[src/rtl/mul_iter_unit_pkg.sv]
// Shared state encodings and defaults for the iterative shift-add multiplier.
// The hazard unit imports the same encodings to build its stall.
package mul_iter_unit_pkg;

  localparam int MUL_WIDTH_DEF = 32;

  localparam logic [1:0] MUL_IDLE = 2'b00;
  localparam logic [1:0] MUL_RUN  = 2'b01;
  localparam logic [1:0] MUL_DONE = 2'b10;

  // A new request is only taken when no operation is in flight.
  function automatic logic mul_can_accept(input logic [1:0] state);
    return (state == MUL_IDLE) || (state == MUL_DONE);
  endfunction

endpackage

[src/rtl/mul_iter_unit_if.sv]
// Start/busy/done request bus between the EX-stage pipeline (master) and the multiplier (slave).
// Signal suffixes are taken from the multiplier's point of view.
interface mul_iter_unit_if #(
  parameter int WIDTH = 32
) ();

  logic             start_i;
  logic [WIDTH-1:0] data1_i;
  logic [WIDTH-1:0] data2_i;
  logic [WIDTH-1:0] data_o;
  logic             busy_o;
  logic             done_o;

  modport slave (
    input  start_i,
    input  data1_i,
    input  data2_i,
    output data_o,
    output busy_o,
    output done_o
  );

  modport master (
    output start_i,
    output data1_i,
    output data2_i,
    input  data_o,
    input  busy_o,
    input  done_o
  );

endinterface

[src/rtl/mul_iter_unit.sv]
// Shift-add multiplier returning the low WIDTH bits of data1*data2; fixed WIDTH+1 cycle latency.
// Pipeline stalls on busy_o; start_i is ignored while busy, accepted again in the done cycle.
module mul_iter_unit
  import mul_iter_unit_pkg::*;
#(
  parameter int WIDTH = MUL_WIDTH_DEF
) (
  input  logic          clk_i,
  input  logic          rst_i,
  mul_iter_unit_if.slave bus
);

  localparam int              CNT_W    = $clog2(WIDTH);
  localparam logic [CNT_W-1:0] CNT_LAST = CNT_W'(WIDTH - 1);

  logic [1:0]       state_q,  state_d;
  logic [WIDTH-1:0] mcand_q,  mcand_d;
  logic [WIDTH-1:0] mplier_q, mplier_d;
  logic [WIDTH-1:0] acc_q,    acc_d;
  logic [WIDTH-1:0] data_q,   data_d;
  logic [CNT_W-1:0] cnt_q,    cnt_d;

  logic             accept;
  logic [WIDTH-1:0] acc_step;

  assign accept   = mul_can_accept(state_q) && bus.start_i;
  assign acc_step = mplier_q[0] ? (acc_q + mcand_q) : acc_q;

  always_comb begin
    state_d  = state_q;
    mcand_d  = mcand_q;
    mplier_d = mplier_q;
    acc_d    = acc_q;
    data_d   = data_q;
    cnt_d    = cnt_q;

    case (state_q)
      MUL_IDLE: ;
      MUL_RUN: begin
        acc_d    = acc_step;
        mcand_d  = mcand_q << 1;
        mplier_d = mplier_q >> 1;
        cnt_d    = cnt_q + 1'b1;
        // The last step's sum goes straight to the output register.
        if (cnt_q == CNT_LAST) begin
          state_d = MUL_DONE;
          data_d  = acc_step;
        end
      end
      MUL_DONE: state_d = MUL_IDLE;
      default:  state_d = MUL_IDLE;
    endcase

    if (accept) begin
      state_d  = MUL_RUN;
      mcand_d  = bus.data1_i;
      mplier_d = bus.data2_i;
      acc_d    = '0;
      cnt_d    = '0;
    end
  end

  always_ff @(posedge clk_i or posedge rst_i) begin
    if (rst_i) begin
      state_q  <= MUL_IDLE;
      mcand_q  <= '0;
      mplier_q <= '0;
      acc_q    <= '0;
      data_q   <= '0;
      cnt_q    <= '0;
    end else begin
      state_q  <= state_d;
      mcand_q  <= mcand_d;
      mplier_q <= mplier_d;
      acc_q    <= acc_d;
      data_q   <= data_d;
      cnt_q    <= cnt_d;
    end
  end

  assign bus.data_o = data_q;
  assign bus.busy_o = (state_q == MUL_RUN);
  assign bus.done_o = (state_q == MUL_DONE);

endmodule

[src/flat_wrapper.sv]
// flat-port wrapper written by rule: the top's interface ports become plain ports
module mul_iter_unit_flat import mul_iter_unit_pkg::*;
#(
  parameter int WIDTH = MUL_WIDTH_DEF
)
  (clk_i, rst_i, bus_start_i, bus_data1_i, bus_data2_i, bus_data_o, bus_busy_o, bus_done_o);
  mul_iter_unit_if #(.WIDTH(WIDTH)) bus_i ();
  input  logic clk_i;
  input  logic rst_i;
  input wire logic [$bits(bus_i.start_i)-1:0] bus_start_i;
  input wire logic [$bits(bus_i.data1_i)-1:0] bus_data1_i;
  input wire logic [$bits(bus_i.data2_i)-1:0] bus_data2_i;
  output wire logic [$bits(bus_i.data_o)-1:0] bus_data_o;
  output wire logic [$bits(bus_i.busy_o)-1:0] bus_busy_o;
  output wire logic [$bits(bus_i.done_o)-1:0] bus_done_o;
  assign bus_i.start_i = bus_start_i;
  assign bus_i.data1_i = bus_data1_i;
  assign bus_i.data2_i = bus_data2_i;
  assign bus_data_o = bus_i.data_o;
  assign bus_busy_o = bus_i.busy_o;
  assign bus_done_o = bus_i.done_o;
  mul_iter_unit #(.WIDTH(WIDTH)) u_core (.clk_i(clk_i), .rst_i(rst_i), .bus(bus_i));
endmodule
[config.mk]
export PLATFORM = sky130hd
export DESIGN_NAME = mul_iter_unit_flat
export DESIGN_NICKNAME = d
export VERILOG_FILES = /design/src/rtl/mul_iter_unit_pkg.sv /design/src/rtl/mul_iter_unit_if.sv /design/src/rtl/mul_iter_unit.sv /design/src/flat_wrapper.sv
export SDC_FILE = /design/constraint.sdc
export NUM_CORES = 1
export LEC_CHECK = 0
export CORE_UTILIZATION = 60
export DETAILED_ROUTE_END_ITERATION = 12
export GPL_TIMING_DRIVEN = 0
export PLACE_DENSITY = 0.86
export SETUP_SLACK_MARGIN = 0.02
export SYNTH_ARGS = -nofsm -noshare
export SYNTH_HDL_FRONTEND = slang
export SYNTH_SLANG_ARGS = --single-unit
export TNS_END_PERCENT = 5
[constraint.sdc]
create_clock -name clk_i -period 8.64 [get_ports clk_i]
set_input_delay 0.864 -clock clk_i [delete_from_list [all_inputs] [get_ports clk_i]]
set_output_delay 0.864 -clock clk_i [all_outputs]
set_load 0.02 [all_outputs]
==> metrics.md <==
| Metric | Value |
|---|---|
| CP Data Required Time | 7.78 ns |
| Global-route wire length before repair | 33.74 mm |
| Asr flop ratio synth | 1.000 |
| Post-CTS sizing | 0 |
| Shortest period the worst path allows | 3.594 ns |
| Yosys reg bits | 135 |
| Combinational power share | 0.521 |
| Slowest-stage cell, CP | clkdlybuf4s50_1 |
| Final Hold Vio Count | 0 |
| Fillers | 827 |
| Synth top area share | 0.4640 |
| Worst-case vdd ir drop | 0.0002231 V |
| Pre-CTS setup slack | 5.476 ns |
| Max Transition Viols Final | 0 |
| CTS tree | done |
| CP dominant cell by count | clkbuf_1 |
| Seq/Total Area, Yosys | 0.4640 |
| GRT met1 Usage | 0.4377 |
| CTS Hold Bufs | 0 |
| H-tree depth | 4 |
| Normalized max-slew margin | 0.3465 |
| Failing checks | design-rule violations |
| Worst r2r src | u_core.acc_q[0]$_DFFE_PP0P_ |
| DP Area | 8493 sq um |
| P&R area growth vs syn | 24.73% |
| Drt first pass iters | 9 |
| WL final | 20.76 mm |
| Number of global-route vias before repair | 6810 |
| Finished Cell Area | 9081 sq um |
| Post-layout util | 0.7819 |
| Gr ovfl total | 0 |
| Max-cap check violation count | 0 |
| Hold Crit Endpoint | u_core.mplier_q[20]$_DFFE_PP0P_ |
| Hold path depth | 2 |
| Leak | 4.155 nW |
| CP Class | reg2out |
| Final setup vio count | 0 |
| RSZ-0062 raised after global routing | no |
| Final WS setup | 5.046 ns |
| Met2 Use GR | 0.5772 |
| CP Cell Sequence | nand2b_1 -> inv_1 -> clkbuf_1 -> clkbuf_1 -> clkdlybuf4s50_1 |
| Core box area | 11610 sq um |
| Top FF cell, synth | dfrtp_1 |
| Clock Path Buffers | 2 |
| Post-synthesis cell area | 7281 sq um |
| Die width | 112.2 microns |
| WHS | 0.4756 ns |
| DR vias | 6727 |
| Root buf cell | clkbuf_16 |
| Synth Instances | 788 |
| Sw power | 1.721 mW |
| Post-synthesis area per instance | 9.240 sq um |
| Layout Skew | 0.01141 ns |
| Setup TNS | 0 ns |
| Final nets | 1009 |
| Critical Path Start Type | flip-flop |
| DRT iter0 DRCs | 544 |
| Largest net degree at the start of global routing | 80 |
| Measured slew at the worst slew-check pin | 0.9802 ns |
| # DRC | 1 |
| Antenna viol nets, final | 0 |
| Int Power | 2.168 mW |
| Initial antenna violation count | 0 |
| Clk Latency, worst-skew pair | 0.43 ns |
| Io pins | 101 |
| Met3 usage | 0.08207 |
| WP data arrival | 2.73 ns |
| Dominant delay contributor by cell family on the critical path | buffers and inverters |
| Die extent in y | 112.2 microns |
| Post-synth EDFFs | 0 |
| Critical Path Max Stage Delay | 0.71 ns |
| Post-synth cell types | 58 |
| Clock sinks | 135 |
| Net Count, Synth | 889 |
| Status | complete, but fails checks |
| Switching part of the total | 0.4425 |
| Worst r2r path cells | 11 |
| Max Fclk | 278.2 MHz |
| Hold Crit Start | u_core.mplier_q[20]$_DFFE_PP0P_ |
| P per Cell Area | 428.2 nW/um^2 |
| Ranking of synthesized cells by area | dfrtp_1, nand2_1, a22oi_1 |
| Power share of the sequential group | 0.294 |
| Drt wl/cell | 19.51 microns |
| CP Max Fanout | 10 |
| R2r setup slk | 5.33 ns |
| Area leader, netlist | dfrtp_1 |
| Via density | 6.322 |
| Placer Congestion | 0.9028 |
| DP Wirelength | 14.80 mm |
| Clk pwr share | 0.185 |
| Crit path buffers/inverters | 4 |
| Layout cells sized above 1 | 0.06189 |
| Reg clk slew, reported paths | 0.06 ns |
| Yosys synthesis warning count | 0 |
| Final Cycle Share | 0.4160 |
| GRT Resource Usage Total | 0.3489 |
| Die area | 12580 sq um |
| CTS buffer count | 17 |
| Worst Hold Class | reg2reg |
| Post-CTS setup buffer count | 0 |
| Site row count | 39 |
| Worst Setup End Kind | output port |
| Starting Density | 0.6269 |
| R2r endpoint | u_core.bus.data_o[26]$_DFFE_PP0P_ |
| IO Port Bufs | 100 |
| GR peak layer | met2 |
| Ant diodes | 0 |
## power groups by stage
stage,Clock (mW),Sequential [mW],Combinational (mW)
finish,0.719,1.14,2.03
global route,0.749,1.17,2.22
CTS,0.723,1.14,2.00
detailed placement,0,1.14,1.97
global placement,0,1.13,1.89
floorplan,0,1.15,1.35
## worst reg2reg max path, stage by stage (launching register included)
cell and delay (ns):
dfrtp_1 0.40, ha_1 0.25, fa_1 0.42, a21oi_1 0.34, o211ai_2 0.19, a31oi_2 0.31, a2111o_1 0.25, a31oi_1 0.12
a211oi_2 0.35, xor2_1 0.26, a211oi_1 0.12, a21o_1 0.21
## through the flow
step	total power, mW	cells
finish	3.888	1064
global route	4.138	1064
CTS	3.854	1064
detailed placement	3.110	1032
global placement	3.018	1031
floorplan	2.497	788
## cells by family (layout without fill, tap and decap cells)
kind of cell / Yosys count / after routing / share of synthesized area
AO/OA/AOI/OAI: 251 / 251 / 0.2299
XOR/XNOR: 31 / 31 / 0.03729
adder cells (fa/ha/maj): 34 / 34 / 0.05946
buffers and inverters: 58 / 191 / 0.03798
flip-flops: 135 / 135 / 0.4640
multiplexers: 10 / 10 / 0.01375
AND/OR/NAND/NOR: 269 / 269 / 0.1576
## Yosys cell counts, drive strengths merged, types with 6 or more instances
library cell and count:
a21o 20, a21oi 43, a22oi 62, a31oi 7, and3 8, buf 6
clkbuf 40, dfrtp 135, ha 33, inv 11, mux2i 10, nand2 183
nand3 31, nor2 19, o211ai 10, o21a 13, o21ai 69, xnor2 20
xor2 11
## sequential cells by signal, summed over array words and instances, names as in the netlist
| signal | count |
|---|---|
| u_core.bus.data_o | 32 |
| u_core.state_q | 2 |
| u_core.mplier_q | 32 |
| u_core.cnt_q | 5 |
| u_core.mcand_q | 32 |
| u_core.acc_q | 32 |
## metal layers
layer,part of all wire,vias up
li1,-,3065
met1,0.40,3293
met2,0.49,304
met3,0.074,65
met4,0.035,0
met5,0,-
## area by class of cell
class | instances | area [sq um] | share of cell area
tap | 143 | 178.9 | 0.01970
sequential | 135 | 3378 | 0.3720
inverter | 12 | 50.05 | 0.005511
multi-input combinational | 595 | 3626 | 0.3993
clock inverter | 13 | 145.1 | 0.01598
clock buffer | 19 | 442.9 | 0.04877
timing repair buffer | 101 | 1028 | 0.1133
buffer | 46 | 231.5 | 0.02549
## worst max path at each step
stage | slack [ns] | endpoint | cells after the start | startpoint
3_3_place_gp | 2.54 | u_core.acc_q[11]$_DFFE_PP0P_ | 2 | rst_i
6_report | 5.05 | bus_busy_o | 5 | u_core.state_q[1]$_DFFE_PP0P_
4_1_cts | 5.07 | bus_busy_o | 5 | u_core.state_q[1]$_DFFE_PP0P_
2_1_floorplan | 4.16 | u_core.acc_q[0]$_DFFE_PP0P_ | 1 | rst_i
5_1_grt | 4.91 | bus_busy_o | 5 | u_core.state_q[1]$_DFFE_PP0P_
3_5_place_dp | 5.48 | u_core.bus.data_o[30]$_DFFE_PP0P_ | 11 | u_core.acc_q[0]$_DFFE_PP0P_
## layout by cell type, fill, tap and decap left out, types with 13 or more instances in the layout
| cell type | instances |
|---|---|
| clkdlybuf4s50_1 | 100 |
| ha_1 | 33 |
| clkbuf_1 | 36 |
| xnor2_1 | 20 |
| nor2_1 | 19 |
| a22oi_1 | 62 |
| clkbuf_16 | 17 |
| nand3_1 | 31 |
| o21ai_0 | 66 |
| dfrtp_1 | 135 |
| nand2_1 | 183 |
| o21a_1 | 13 |
| a21oi_1 | 43 |
| a21o_1 | 16 |
(Power assumes the default switching activity.)
